File: config.mk
export PLATFORM = sky130hd
export DESIGN_NAME = seq_detect_prog_flat
export DESIGN_NICKNAME = d
export VERILOG_FILES = /design/src/rtl/seq_detect_pkg.sv /design/src/rtl/seq_detect_prog_if.sv /design/src/rtl/seq_match_counter.sv /design/src/rtl/seq_detect_prog.sv /design/src/flat_wrapper.sv
export SDC_FILE = /design/constraint.sdc
export NUM_CORES = 1
export LEC_CHECK = 0
export CAP_MARGIN = 20
export CORE_MARGIN = 3
export CORE_UTILIZATION = 45
export DETAILED_ROUTE_END_ITERATION = 8
export HOLD_SLACK_MARGIN = 0.12
export PLACE_DENSITY = 0.69
export SYNTH_ARGS = -nofsm -noshare
export SYNTH_HDL_FRONTEND = slang
export SYNTH_HIERARCHICAL = 1
export SYNTH_SLANG_ARGS = --single-unit
export TNS_END_PERCENT = 5
File: constraint.sdc
create_clock -name clk -period 3.65 [get_ports clk]
set_input_delay 1.095 -clock clk [delete_from_list [all_inputs] [get_ports clk]]
set_output_delay 1.095 -clock clk [all_outputs]
set_load 0.05 [all_outputs]
File: src/rtl/seq_detect_pkg.sv
// Shared constants and helpers for the programmable serial sequence detector.
// Reset defaults reproduce the legacy fixed 1011 overlapping detector.
package seq_detect_pkg;

  localparam logic [3:0] DEF_PATTERN = 4'b1011;
  localparam int         DEF_LEN     = 4;
  localparam logic       DEF_OVERLAP = 1'b1;

  typedef enum logic {
    MODE_NON_OVERLAP = 1'b0,
    MODE_OVERLAP     = 1'b1
  } overlap_mode_e;

  // A pattern length is usable only if it is non-zero and fits the history register.
  function automatic logic len_legal(input int unsigned len_val, input int unsigned max_len);
    return (len_val != 0) && (len_val <= max_len);
  endfunction

endpackage

File: src/rtl/seq_detect_prog_if.sv
// Config, serial-data and status signals of the sequence detector.
// The slave side is the detector; the master side is whoever drives the stimulus.
interface seq_detect_prog_if #(
  parameter int MAX_LEN = 8,
  parameter int LEN_W   = 6,
  parameter int CNT_W   = 8
);
  logic               cfg_we;
  logic [MAX_LEN-1:0] cfg_pattern;
  logic [LEN_W-1:0]   cfg_len;
  logic               cfg_overlap;
  logic               cnt_clr;
  logic               in_valid;
  logic               inp_bit;
  logic               seq_seen;
  logic [CNT_W-1:0]   match_count;
  logic               count_sat;
  logic               cfg_err;

  modport master (
    output cfg_we, cfg_pattern, cfg_len, cfg_overlap, cnt_clr, in_valid, inp_bit,
    input  seq_seen, match_count, count_sat, cfg_err
  );

  modport slave (
    input  cfg_we, cfg_pattern, cfg_len, cfg_overlap, cnt_clr, in_valid, inp_bit,
    output seq_seen, match_count, count_sat, cfg_err
  );
endinterface

File: src/rtl/seq_match_counter.sv
// Saturating match counter with synchronous clear and a sticky saturation flag.
// A hit arriving while the count is already all-ones is lost and raises sat.
module seq_match_counter #(
  parameter int CNT_W = 8
) (
  input  logic             clk,
  input  logic             reset,
  input  logic             clr,
  input  logic             inc,
  output logic [CNT_W-1:0] count,
  output logic             sat
);

  // Clear beats an increment on the same edge; the count holds at all-ones.
  always_ff @(posedge clk) begin
    if (reset || clr) begin
      count <= '0;
      sat   <= 1'b0;
    end else if (inc) begin
      if (&count) begin
        sat <= 1'b1;
      end else begin
        count <= count + CNT_W'(1);
      end
    end
  end

endmodule

File: src/rtl/seq_detect_prog.sv
// Runtime-programmable serial bit-pattern detector.
// Newest bit enters hist[0]; only the low len bits of hist are compared to the
// pattern, and fill counts how many valid bits hist holds (capped at MAX_LEN).
module seq_detect_prog
  import seq_detect_pkg::*;
#(
  parameter int MAX_LEN = 8,
  parameter int LEN_W   = 6,
  parameter int CNT_W   = 8
) (
  input logic               clk,
  input logic               reset,
  seq_detect_prog_if.slave  bus
);

  logic [MAX_LEN-1:0] hist;
  logic [MAX_LEN-1:0] hist_n;
  logic [MAX_LEN-1:0] pattern;
  logic [MAX_LEN-1:0] mask;
  logic [LEN_W-1:0]   len;
  logic [LEN_W-1:0]   fill;
  logic [LEN_W-1:0]   fill_n;
  overlap_mode_e      overlap;
  logic               err;
  logic               seen;
  logic               hit;
  logic               accept;

  assign accept = bus.in_valid && !bus.cfg_we;

  // Mask selecting the low len bits of the history for comparison.
  always_comb begin
    mask = '0;
    for (int i = 0; i < MAX_LEN; i++) begin
      mask[i] = (i < int'(len));
    end
  end

  // Next history, next fill level and the match decision for an accepted bit.
  always_comb begin
    hist_n = {hist[MAX_LEN-2:0], bus.inp_bit};
    fill_n = (fill >= LEN_W'(MAX_LEN)) ? fill : fill + LEN_W'(1);
    hit    = !err && (fill_n >= len) && (((hist_n ^ pattern) & mask) == '0);
  end

  // Config registers, shift history and match pulse; a config write drops the
  // concurrent data bit and restarts the history.
  always_ff @(posedge clk) begin
    if (reset) begin
      hist    <= '0;
      fill    <= '0;
      pattern <= MAX_LEN'(DEF_PATTERN);
      len     <= LEN_W'(DEF_LEN);
      overlap <= overlap_mode_e'(DEF_OVERLAP);
      err     <= 1'b0;
      seen    <= 1'b0;
    end else if (bus.cfg_we) begin
      hist    <= '0;
      fill    <= '0;
      pattern <= bus.cfg_pattern;
      len     <= bus.cfg_len;
      overlap <= overlap_mode_e'(bus.cfg_overlap);
      err     <= !len_legal(32'(bus.cfg_len), MAX_LEN);
      seen    <= 1'b0;
    end else if (bus.in_valid) begin
      hist <= hist_n;
      fill <= (hit && overlap == MODE_NON_OVERLAP) ? '0 : fill_n;
      seen <= hit;
    end else begin
      seen <= 1'b0;
    end
  end

  seq_match_counter #(
    .CNT_W (CNT_W)
  ) u_cnt (
    .clk   (clk),
    .reset (reset),
    .clr   (bus.cnt_clr),
    .inc   (accept && hit),
    .count (bus.match_count),
    .sat   (bus.count_sat)
  );

  assign bus.seq_seen = seen;
  assign bus.cfg_err  = err;

endmodule
File: src/flat_wrapper.sv
// flat-port wrapper written by rule: the top's interface ports become plain ports
module seq_detect_prog_flat import seq_detect_pkg::*;
#(
  parameter int MAX_LEN = 8,
  parameter int LEN_W   = 6,
  parameter int CNT_W   = 8
)
  (clk, reset, bus_cfg_we, bus_cfg_pattern, bus_cfg_len, bus_cfg_overlap, bus_cnt_clr, bus_in_valid, bus_inp_bit, bus_seq_seen, bus_match_count, bus_count_sat, bus_cfg_err);
  seq_detect_prog_if #(.MAX_LEN(MAX_LEN), .LEN_W(LEN_W), .CNT_W(CNT_W)) bus_i ();
  input logic clk;
  input logic reset;
  input wire logic [$bits(bus_i.cfg_we)-1:0] bus_cfg_we;
  input wire logic [$bits(bus_i.cfg_pattern)-1:0] bus_cfg_pattern;
  input wire logic [$bits(bus_i.cfg_len)-1:0] bus_cfg_len;
  input wire logic [$bits(bus_i.cfg_overlap)-1:0] bus_cfg_overlap;
  input wire logic [$bits(bus_i.cnt_clr)-1:0] bus_cnt_clr;
  input wire logic [$bits(bus_i.in_valid)-1:0] bus_in_valid;
  input wire logic [$bits(bus_i.inp_bit)-1:0] bus_inp_bit;
  output wire logic [$bits(bus_i.seq_seen)-1:0] bus_seq_seen;
  output wire logic [$bits(bus_i.match_count)-1:0] bus_match_count;
  output wire logic [$bits(bus_i.count_sat)-1:0] bus_count_sat;
  output wire logic [$bits(bus_i.cfg_err)-1:0] bus_cfg_err;
  assign bus_i.cfg_we = bus_cfg_we;
  assign bus_i.cfg_pattern = bus_cfg_pattern;
  assign bus_i.cfg_len = bus_cfg_len;
  assign bus_i.cfg_overlap = bus_cfg_overlap;
  assign bus_i.cnt_clr = bus_cnt_clr;
  assign bus_i.in_valid = bus_in_valid;
  assign bus_i.inp_bit = bus_inp_bit;
  assign bus_seq_seen = bus_i.seq_seen;
  assign bus_match_count = bus_i.match_count;
  assign bus_count_sat = bus_i.count_sat;
  assign bus_cfg_err = bus_i.cfg_err;
  seq_detect_prog #(.MAX_LEN(MAX_LEN), .LEN_W(LEN_W), .CNT_W(CNT_W)) u_core (.clk(clk), .reset(reset), .bus(bus_i));
endmodule
Word level (Yosys, flattened, before mapping)
Index checks and enable logic that the tools add are counted.

cells by class
  add/subtract/negate cells = 2
  order comparisons = 11
  multiplexer cells = 2
  bitwise operators = 5
  reduce and logical (&&, ||, !) cells = 17

operators by type and width
  kind                 count
  $lt 3x6->1 const A   4
  $lt 1x6->1 const A   2
  $lt 2x6->1 const A   2
  $mux 6               2
  $reduce_and 9->1     1
  $add 8x1->8 const B  1
  $and 8x8->8          1
  $logic_not 8->1      1
  $reduce_and 8->1     1
  $xor 8x8->8          1
  $add 6x1->6 const B  1
  $ge 6x4->1 const B   1
  $ge 6x6->1           1
  $le 6x4->1 const B   1
  $logic_and 1x1->1    6
  $reduce_bool 6->1    1
  $logic_not 1->1      3
  $not 1->1            3
  $reduce_or 3->1      1
  $reduce_and 2->1     1
  $reduce_or 2->1      1
  $logic_or 1x1->1     1

storage, ports and cells
  register bits = 39
  bits of input ports = 21
  output and inout port bits = 11
  word-level logic and storage cells = 46

Longest topological paths before layout
  word-level depth = 7
  depth in mapped cells = 13
  gate-level depth less buffers = 13

By module
The synthesis kept the hierarchy.

by module, submodules not included
  module             instances  cells each  area an instance (sq um)  sequential area each (sq um)
  seq_detect_prog    1          161         1503.9                    600.6
  seq_match_counter  1          52          460.4                     180.2

Worst setup path before layout
No wires, ideal clock.

  path type = register -> register
  start point = reg u_core.fill[5]
  end point = reg u_core.u_cnt.count[6]
  library setup time = 0.115 ns
  data arrival time = 2.863 ns
  data required time = 3.535 ns
  slack = 0.671 ns
  stages on the path, launching flop included = 13
  path buffers = 0
  clock period less this slack = 2.979 ns
  cells stage by stage = dfxtp_1 > nor3_1 > nand2_1 > xnor2_1 > ha_1 > nand2_1 > o21ai_0 > a221oi_1 > a211o_1 > nor3b_2 > nand3_1 > or4_1 > and3_1

between the ends
  word-level cells in the longest chain between the ends = 7
  elaborated cells on any way between the ends = 8
  those cells by class = add/sub: 1; order compare: 2; mux: 1; reduce/logical: 4

RTL lines
  item                                              line                     source
  start: declaration                                seq_detect_prog.sv:21    logic [LEN_W-1:0] fill;
  start signal: assignment                          seq_detect_prog.sv:67    fill <= (hit && overlap == MODE_NON_OVERLAP) ? '0 : fill_n;
  $add 6x1->6 / $ge 6x4->1 (equally long branches)  seq_detect_prog.sv:42    fill_n = (fill >= LEN_W'(MAX_LEN)) ? fill : fill + LEN_W'(1);
  $mux 6 *                                          seq_detect_prog.sv:42
  $ge 6x6->1 *                                      seq_detect_prog.sv:43    hit = !err && (fill_n >= len) && (((hist_n ^ pattern) & mask) == '0);
  $logic_and 1x1->1 * (2 in series)                 seq_detect_prog.sv:43
  $logic_and 1x1->1 *                               seq_detect_prog.sv:80    .inc (accept && hit),
  $reduce_and 2->1 (no line) *                      --
  end signal: assignment                            seq_match_counter.sv:23  count <= count + CNT_W'(1);
  end: declaration                                  seq_match_counter.sv:10  output logic [CNT_W-1:0] count,

Mark *: on every way between the ends. The rest lies on a longest branch, timed or not.
A chain may end at the register's enable or synchronous reset.

Worst setup path after layout
  start point = in bus_inp_bit
  end point = reg u_core.u_cnt.count[6]

between the ends
  word-level cells in the longest chain between the ends = 6

RTL lines
  item                        line                   source
  start: declaration          flat_wrapper.sv:18     input wire logic [$bits(bus_i.inp_bit)-1:0] bus_inp_bit;
  $xor 8x8->8                 seq_detect_prog.sv:43
  $and 8x8->8                 seq_detect_prog.sv:43
  $logic_not 8->1             seq_detect_prog.sv:43
  $logic_and 1x1->1           seq_detect_prog.sv:43
  $logic_and 1x1->1           seq_detect_prog.sv:80
  $reduce_and 2->1 (no line)  --

Every way passes these cells.

==> results.json <==
{
  "path_clk_slew_ps": 70,
  "mostFrequentLayoutCells": "dfxtp_1, clkdlybuf4s50_1, mux2i_1",
  "cts_bufs_inserted": 5,
  "fmax_mhz": 321,
  "synthesis.yosys.warnings": 6,
  "chipWidth_um": 72.1,
  "global_route.usage.total": 0.168,
  "hold_violations": 0,
  "rsz0062_at_grt": "no",
  "syn-mean-instance-area_um2": 9.22,
  "insertedDiodeCount": 0,
  "portBuffers": 31,
  "postCtsHoldBufs": 0,
  "grt_first_pass_wirelength_um": 6920,
  "synth-seq-area-share": 0.397,
  "setup_tns_ps": 0,
  "final-instance-count-excl-fill": 297,
  "wl_per_cell_um": 13.8,
  "cts.htree.levels": 2,
  "starting_density_of_the_core": 0.477,
  "clockRootBuffer": "clkbuf_8",
  "critical_path.max_stage_delay_ps": 430,
  "clock_sink_total": 39,
  "slew_headroom": 0.640,
  "min_period_ps": 3110,
  "synthesis.area_um2": 1960,
  "detailedPlacementHpwl_um": 2920,
  "core_region_area_um2": 4120,
  "initialDrtViolationCount": 88,
  "classification_of_the_worst_setup_path": "in2reg",
  "highest_net_fanout_along_the_worst_path": 6,
  "synth.ff_latch_count": 39,
  "tritoncts": "yes",
  "vias": 1631,
  "design.die.area_um2": 5190,
  "gp_congestion": 0.764,
  "report.power.total_w": 0.000975,
  "layout.cells.most_common": "dfxtp_1",
  "final_nets": 276,
  "cap_violations": 0,
  "crit_buf_inv": 1,
  "route.final.wire_length_um": 4090,
  "tightest_pin_transition_ps": 539,
  "synth-edff-count": 0,
  "grt_start_max_net_pins": 22,
  "synthesis.nets": 243,
  "numPlacedInstances": 289,
  "synthToLayoutAreaGrowth_pct": 25.4,
  "ant_nets": 0,
  "worst_hold_slack_ps": 464,
  "cts-root-to-sink-buffers": 2,
  "timing.clock.skew_ps": 7.62,
  "overflow_left_after_global_routing": 0,
  "end_kind": "register",
  "p_leak_nw": 0.992,
  "report.final.setup_viol": 0,
  "synthDistinctLibCells": 48,
  "run_status": "completed",
  "power.density_cell_area_nw_per_um2": 396,
  "postSynthCellCount": 213,
  "antenna_violations_before_repair": 0,
  "ir_worst_vdd_v": 0.000233,
  "commonest_register_cell_after_synthesis": "dfxtp_1",
  "grt_pass1_vias": 1513,
  "hold_path.class": "reg2reg",
  "worstSetupStartpointType": "primary input",
  "worst_path_max_delay_cell": "clkdlybuf4s50_1",
  "clk_latency_ps": 290,
  "io-pin-count": 32,
  "worstPathArrival_ps": 3300,
  "cp_data_required_time_ps": 3840,
  "cts_resized": 0,
  "synth_async_reset_ratio": 0,
  "kind_of_cell_adding_the_most_delay_to_the_critical_path": "simple AND/OR/NAND/NOR gates",
  "drc": 0,
  "dieHeight_um": 72.1,
  "post_route_cells_drive_above_1_share": 0.0850,
  "post_cts.repair.setup_buffers": 0,
  "timing.critical_path.cells": "clkdlybuf4s50_1 -> xor2_1 -> o31ai_4 -> o211ai_1 -> a211o_1 -> nor3b_2 -> nand3_1 -> or4_1 -> and3_1",
  "firstDrtPassIters": 4,
  "number_of_slew_limit_violations_in_the_final_report": 0,
  "fp-row-count": 23,
  "viasPerCell": 5.49,
  "layout_worst_path_cycle_share": 0.853
}
power by group:
| group | total (W) | switching [W] | internal (W) |
|---|---|---|---|
| Sequential | 0.000449 | 0.0000118 | 0.000437 |
| Clock | 0.000420 | 0.000147 | 0.000273 |
| Combinational | 0.000106 | 0.0000519 | 0.0000536 |
final timing paths:
path | startpoint | to | slack (ps) | cells past startpoint
max | bus_inp_bit | u_core/u_cnt/count[6]$_SDFFE_PP0P_ | 540 | 9
min | u_core/fill[4]$_SDFFE_PP0P_ | u_core/fill[4]$_SDFFE_PP0P_ | 460 | 2
max reg2reg | u_core/fill[0]$_SDFFE_PP0P_ | u_core/u_cnt/count[6]$_SDFFE_PP0P_ | 600 | 13
min reg2reg | u_core/fill[4]$_SDFFE_PP0P_ | u_core/fill[4]$_SDFFE_PP0P_ | 460 | 2
cell type report:
type                    instances  area (µm²)
clock buffers                   6        72.6
clock inverters                 2        60.1
fillers                       362        1650
inverters                      10        37.5
multi-input cells             155        1110
flip-flops and latches         39         781
well taps                      50        62.6
repair buffers                 35         340
registers in the layout (all words and copies together) (netlist names):
signal,flops
u_core/bus.cfg_err,1
u_core/len,6
u_core/overlap,1
u_core/u_cnt/sat,1
u_core/bus.seq_seen,1
u_core/fill,6
u_core/pattern,8
u_core/u_cnt/count,8
u_core/hist,7
metal layers:
layer	global-route usage	vias up	share of wire
met4	0.0585	0	0.011
met2	0.271	51	0.48
met5	0	-	0
li1	-	827	-
met3	0.0374	6	0.047
met1	0.222	747	0.46
synth_stat cells, drive strengths merged (2+ instances only):
cell	instances	area share
xor2	6	0.027
buf	3	0.0076
nand2	19	0.036
o32ai	2	0.0089
nand4	2	0.0064
a311oi	2	0.0089
or3	4	0.013
inv	10	0.019
o22ai	2	0.0064
a211oi	2	0.010
xnor2	5	0.022
mux2i	24	0.12
dfxtp	39	0.40
o21ai	6	0.015
or4	2	0.0096
o211ai	4	0.015
clkbuf	6	0.011
and4	2	0.0089
and3	3	0.0096
nor2	23	0.044
or2	2	0.0064
a21oi	10	0.025
nand3	5	0.015
ha	9	0.057
a21boi	2	0.0096
nor3	6	0.018
through the flow:
stage	instance area (µm²)	worst slack [ps]	util
4_1_cts	2460	553	0.598
3_5_place_dp	2330	247	0.566
3_3_place_gp	2330	258	0.566
6_report	2460	536	0.598
2_1_floorplan	1960	671	-
5_1_grt	2460	304	0.598
cells by family after synthesis:
family / after synthesis / synth area share
AND/OR/NAND/NOR: 72 / 0.186
adder cells (fa/ha/maj): 9 / 0.0573
buffers and inverters: 19 / 0.0382
flip-flops: 39 / 0.397
AO/OA/AOI/OAI: 39 / 0.150
XOR/XNOR: 11 / 0.0490
multiplexers: 24 / 0.122
tightest hold or removal path, delay by kind of cell (launching register included):
family | cells | cell delay (ps)
flip-flops | 1 | 330
AND/OR/NAND/NOR | 1 | 60
AO/OA/AOI/OAI | 1 | 30
(Power assumes the default switching activity.)
==> patch 1, RTL diff (same settings) <==
`MAX_LEN` is set to 8 in 3 places; all go to 4.
--- a/src/rtl/seq_detect_prog_if.sv
+++ b/src/rtl/seq_detect_prog_if.sv
@@ -2,5 +2,5 @@
 // The slave side is the detector; the master side is whoever drives the stimulus.
 interface seq_detect_prog_if #(
-  parameter int MAX_LEN = 8,
+  parameter int MAX_LEN = 4,
   parameter int LEN_W   = 6,
   parameter int CNT_W   = 8
--- a/src/rtl/seq_detect_prog.sv
+++ b/src/rtl/seq_detect_prog.sv
@@ -5,5 +5,5 @@
   import seq_detect_pkg::*;
 #(
-  parameter int MAX_LEN = 8,
+  parameter int MAX_LEN = 4,
   parameter int LEN_W   = 6,
   parameter int CNT_W   = 8
--- a/src/flat_wrapper.sv
+++ b/src/flat_wrapper.sv
@@ -2,5 +2,5 @@
 module seq_detect_prog_flat import seq_detect_pkg::*;
 #(
-  parameter int MAX_LEN = 8,
+  parameter int MAX_LEN = 4,
   parameter int LEN_W   = 6,
   parameter int CNT_W   = 8
Interface: changed (resized bus_cfg_pattern); port bits go from 32 to 28. No check against the original RTL was run, so the function may have changed too.
==> patch 1 against the original RTL <==
  * Routed wire length decreased by 18%
  * Non-clock buffer count decreased by 5
  * Hold slack improved by 0.025 ns
  * Utilization decreased by 1.1 points
  * Critical path depth increased by 3
  * First-iteration DRC count decreased by 42%
  * Sequential cell count decreased by 8
  * Total power decreased by 26%
  * Synthesized area decreased by 18%
  * Synthesized cell count decreased by 18%
  * Clock skew increased by 0.0045 ns
  * Setup slack improved by 0.12 ns
  * Final area decreased by 19%
  * Clock power decreased by 34%
  * Critical endpoint unchanged
  * Largest power group unchanged
==> patch 1: results (changes against the original RTL) <==
Setup path
  • Slowest stage delay, CP: 0.40 ns (was 0.43 ns)
  • RR Startpoint: u_core/fill[5] (was u_core/fill[0])
  • Data arrival, critical path: 3.23 ns (was 3.30 ns)
  • R2R cell count: 12 (was 13)

Logic synthesis
  • Number of distinct library cells after synthesis: 39 (was 48)
  • Net count after synthesis: 201 (was 243)
  • Most frequent cells after synthesis: dfxtp_1 (31), nor2_1 (20), mux2i_1 (17), nand2_1 (15), inv_1 (10) (was dfxtp_1 (39), mux2i_1 (24), nor2_1 (23), nand2_1 (19))
  • Sequential cell area fraction in the yosys report: 38.4% (was 39.7%)
  • Syn avg cell area: 9.22 µm² (about the same)

Power
  • Worst VDD drop: 0.000283 V (was 0.000233 V)
  • NetSw: 0.000169 W (was 0.000211 W)

Global route
  • Number of global-route vias before repair: 1352 (was 1513)
  • Largest net degree at the start of global routing: 17 (was 22)
  • Gr usage total: 18.5% (was 16.8%)
  • First-pass GRT wire length: 6050 µm (was 6920 µm)

Cells and area
  • Fillers: 300 (was 362)
  • Biggest regs: u_core/u_cnt/count (8), u_core/fill (6), u_core/len (6) (was u_core/pattern (8), u_core/u_cnt/count (8), u_core/hist (7))
  • Layout cell share with drive strength beyond 1: 9.80% (was 8.50%)
  • Post-layout nets: 229 (was 276)

Status
  • Outcome: completed (unchanged)

Timing
  • Clock skew: 0.0122 ns (was 0.00762 ns)

Routing
  • Initial DRC count: 51 (was 88)
  • Routed WL: 3360 µm (was 4090 µm)
  • Via-per-instance ratio: 5.30 (was 5.49)
  • DR pass1 iterations: 6 (was 4)
  • Vias: 1326 (was 1631)

Floorplanning
  • Initial core utilization: 47.6% (was 47.7%)

Clock network
  • Clock transition at path regs: 0.10 ns (was 0.07 ns)
  • Root buffer cell: clkbuf_4 (was clkbuf_8)

Placement
  • Cell total after placement: 242 (was 289)
  • RD Place Congestion: 0.861 (was 0.764)
  • Port buffer count: 27 (was 31)
  • HPWL after DPL: 2610 µm (was 2920 µm)

Hold path
  • Min-Delay Startpoint: u_core/u_cnt/sat (was u_core/fill[4])
patch 1: worst max-delay path by stage:
stage | endpoint | depth (start not counted) | slack, ns | from
final | u_core/u_cnt/count[6] | 12 | 0.66 | u_core/fill[5]
after global routing | u_core/u_cnt/count[6] | 12 | 0.33 | u_core/fill[0]
after CTS | u_core/u_cnt/count[6] | 12 | 0.66 | u_core/fill[5]
after detailed placement | u_core/u_cnt/count[6] | 9 | 0.35 | bus_inp_bit
after global placement | u_core/u_cnt/count[6] | 9 | 0.44 | bus_inp_bit
after floorplan | u_core/u_cnt/count[6] | 10 | 0.86 | u_core/fill[5]
patch 1: power groups by stage:
stage          Clock, W  Combinational, W  Sequential [W]
5_1_grt        0.000304         0.0000948        0.000359
4_1_cts        0.000288         0.0000858        0.000358
2_1_floorplan         0         0.0000528        0.000366
3_3_place_gp          0         0.0000817        0.000365
6_report       0.000278         0.0000863        0.000357
3_5_place_dp          0         0.0000852        0.000365
patch 1: logic make-up after synthesis:
| kind of cell | share of synthesized area, % |
|---|---|
| AO/OA/AOI/OAI | 12.2 |
| XOR/XNOR | 3.80 |
| adder cells (fa/ha/maj) | 6.98 |
| buffers and inverters | 6.12 |
| flip-flops | 38.4 |
| multiplexers | 10.5 |
| AND/OR/NAND/NOR | 21.9 |
patch 1: cell type report:
type | instances | area [µm²] | share of cell area [%]
Inverter | 10 | 37.5 | 1.89
Timing Repair Buffer | 30 | 293 | 14.7
Clock buffer | 6 | 51.3 | 2.58
Sequential cell | 31 | 621 | 31.2
Multi-Input combinational cell | 125 | 895 | 45.0
Clock inverter | 2 | 35.0 | 1.76
Tap cell | 46 | 57.6 | 2.89
patch 1: metrics by stage:
stage / setup slack, ns / area (µm²) / power (W) / hold WS [ns]
final: 0.660 / 1990 / 0.000722 / 0.489
after global routing: 0.329 / 1990 / 0.000757 / 0.538
after CTS: 0.656 / 1990 / 0.000731 / 0.484
after detailed placement: 0.353 / 1900 / 0.000450 / 0.460
after global placement: 0.437 / 1900 / 0.000447 / 0.469
after floorplan: 0.865 / 1610 / 0.000419 / 0.457
patch 1: metal layers:
layer  up-vias  part of all wire [%]  track usage (%)
met3         8                   2.7             5.10
met2        15                    47             28.9
met4         0                   2.2             8.55
li1        672                     -                -
met5         -                     0                0
met1       631                    48             23.3
patch 1: worst reg2reg max path, cell delays in order (launching register included):
cell and delay, ns:
dfxtp_1 0.35, nor4_1 0.27, buf_4 0.18, xnor2_1 0.07
ha_1 0.28, nand2b_1 0.09, a21oi_1 0.08, o221ai_1 0.38
nand3_1 0.16, nor2_1 0.30, nand3_1 0.15, or4_1 0.40
and3_1 0.18
==> patch 2, RTL diff (config.mk and constraints unchanged) <==
Without the edit above. Make the reset (`reset`) asynchronous in one clocked block.
--- a/src/rtl/seq_detect_prog.sv
+++ b/src/rtl/seq_detect_prog.sv
@@ -46,5 +46,5 @@
   // Config registers, shift history and match pulse; a config write drops the
   // concurrent data bit and restarts the history.
-  always_ff @(posedge clk) begin
+  always_ff @(posedge clk or posedge reset) begin
     if (reset) begin
       hist    <= '0;
Behaviour: differs if reset is asserted again (counterexample within 4 cycles, from zero or initial values and one cycle with reset high); with reset held inactive, the same outputs for 10 cycles.
==> patch 2 against the original RTL <==
  * Cell count shrank 2.7%
  * Utilization fell by 1.8 points
  * Sequential share of layout area grew 4.8 points
  * Total power shrank 5.0%
  * Largest cell class unchanged
  * Final area rose by 4.1%
  * Sequential cell count stayed put
  * Setup slack lost 0.19 ns
  * Routed wire length shrank 2.7%
  * Synthesized area grew 5.7%
==> patch 2: results (changes against the original RTL) <==
Placement
  • Dpl cell area: 0.00246 mm² (was 0.00233 mm²)
  • Port buffer count: 31 (unchanged)
  • RD Place Congestion: 0.797 (was 0.764)
  • HPWL after DPL: 2880 µm (was 2920 µm)

Power
  • Power share of the combinational group: 14.2% (was 10.8%)
  • NetSw: 0.000233 W (was 0.000211 W)
  • Sequential share of power: 51.4% (was 46.1%)
  • Overall power: 0.000927 W (was 0.000975 W)
  • Leak: 1.08 nW (was 0.992 nW)
  • Cell Pwr Density: 361 mW/mm² (was 396 mW/mm²)
  • Worst VDD drop: 0.000390 V (was 0.000233 V)

Global route
  • Met2 Use GR: 23.3% (was 27.1%)
  • Gr usage total: 15.8% (was 16.8%)
  • Met1 GRT Util: 23.0% (was 22.2%)
  • Largest net degree at the start of global routing: 37 (was 22)
  • M3 GR Usage: 4.05% (was 3.74%)
  • Number of global-route vias before repair: 1472 (was 1513)
  • First-pass GRT wire length: 6660 µm (was 6920 µm)

Logic synthesis
  • Most frequent cells after synthesis: dfrtp_1 (25), nand2_1 (18), nor2_1 (12), a21oi_1 (11), mux2i_1 (11) (was dfxtp_1 (39), mux2i_1 (24), nor2_1 (23), nand2_1 (19))
  • Sequential cell area fraction in the yosys report: 45.1% (was 39.7%)
  • Number of distinct library cells after synthesis: 45 (was 48)
  • Net count after synthesis: 230 (was 243)
  • Area contributors post-synth: dfrtp_1 (30%), dfxtp_1 (8.7%), dfstp_2 (6.3%) (was dfxtp_1 (40%), mux2i_1 (12%), ha_1 (5.7%))
  • Ys async rst share: 76.9% (was 0%)

Cells and area
  • Post-layout nets: 266 (was 276)
  • Biggest regs: u_core/pattern (8), u_core/u_cnt/count (8), u_core/hist (7) (unchanged)
  • Fillers: 407 (was 362)
  • Layout cell share with drive strength beyond 1: 16.0% (was 8.50%)

Timing
  • Clock skew: 0.00730 ns (was 0.00762 ns)
  • Headroom to the max-slew limit: 56.0% (was 64.0%)

Clock network
  • Clk_lat worst skew: 0.29 ns (about the same)
  • Post-CTS Setup Bufs: 0 (unchanged)
  • CTS HTree Levels: 2 (unchanged)
  • Clock transition at path regs: 0.07 ns (about the same)
  • Post-CTS Resized: 0 (unchanged)

Routing
  • Routed len/inst: 13.8 µm (about the same)
  • Via-per-instance ratio: 5.42 (was 5.49)
  • DR top layer: met4 (unchanged)
  • WL met3: 167 µm (was 193 µm)
  • Metal-1 WL: 2060 µm (was 1890 µm)
  • Initial DRC count: 68 (was 88)
  • Met2 wire len: 1710 µm (was 1960 µm)

Setup path
  • CP Max Fanout: 6 (unchanged)
  • Data arrival, critical path: 3.49 ns (was 3.30 ns)
  • Worst path slowest cell: clkdlybuf4s50_1 (unchanged)

Hold path
  • Hold WC Path Type: reg -> reg (unchanged)

Status
  • Outcome: completed (unchanged)
-- patch 2: cell types whose count changed after synthesis, moves of 3 or more --
cell and change:
o21ai_0 +5, nor2_1 -11, o211ai_1 -4, nor3_1 +3, dfstp_2 +5, nor3b_1 +4, dfrtp_1 +25, mux2_2 +10
mux2i_1 -13, dfxtp_1 -30
-- patch 2: path summary, 6_finish.rpt --
kind	cells past startpoint	to	startpoint	slack, ns
worst min-delay path	2	u_core/u_cnt/sat	u_core/u_cnt/sat	0.48
max in group asynchronous	3	u_core/pattern[3]	reset	2.05
min in group asynchronous	3	u_core/len[1]	reset	1.28
worst max register to register	14	u_core/u_cnt/count[6]	u_core/fill[4]	0.48
worst max-delay path	10	u_core/u_cnt/count[6]	bus_inp_bit	0.35
worst min register to register	2	u_core/u_cnt/sat	u_core/u_cnt/sat	0.48
-- patch 2: metrics by stage --
step / setup slack [ns] / std cells / hold WS (ns)
after floorplan: 0.323 / 200 / 0.501
after global placement: 0.0909 / 281 / 0.480
after detailed placement: 0.0551 / 281 / 0.467
after CTS: 0.353 / 289 / 0.482
after global routing: 0.132 / 289 / 0.517
final: 0.348 / 289 / 0.481
-- patch 2: cell type report --
class	instances	area share (%)
multi-input cells	143	41.7
flip-flops and latches	39	36.6
repair buffers	37	13.9
clock buffers	8	3.90
well taps	52	2.54
inverters	10	1.46
-- patch 2: kinds of logic (layout without fill, tap and decap cells) --
logic type	Yosys count	in the layout	share of synthesized area, %
AND/OR/NAND/NOR	64	64	17.0
XOR/XNOR	13	13	5.48
AO/OA/AOI/OAI	36	36	12.8
buffers and inverters	18	55	3.43
multiplexers	21	21	10.7
adder cells (fa/ha/maj)	9	9	5.42
flip-flops	39	39	45.1
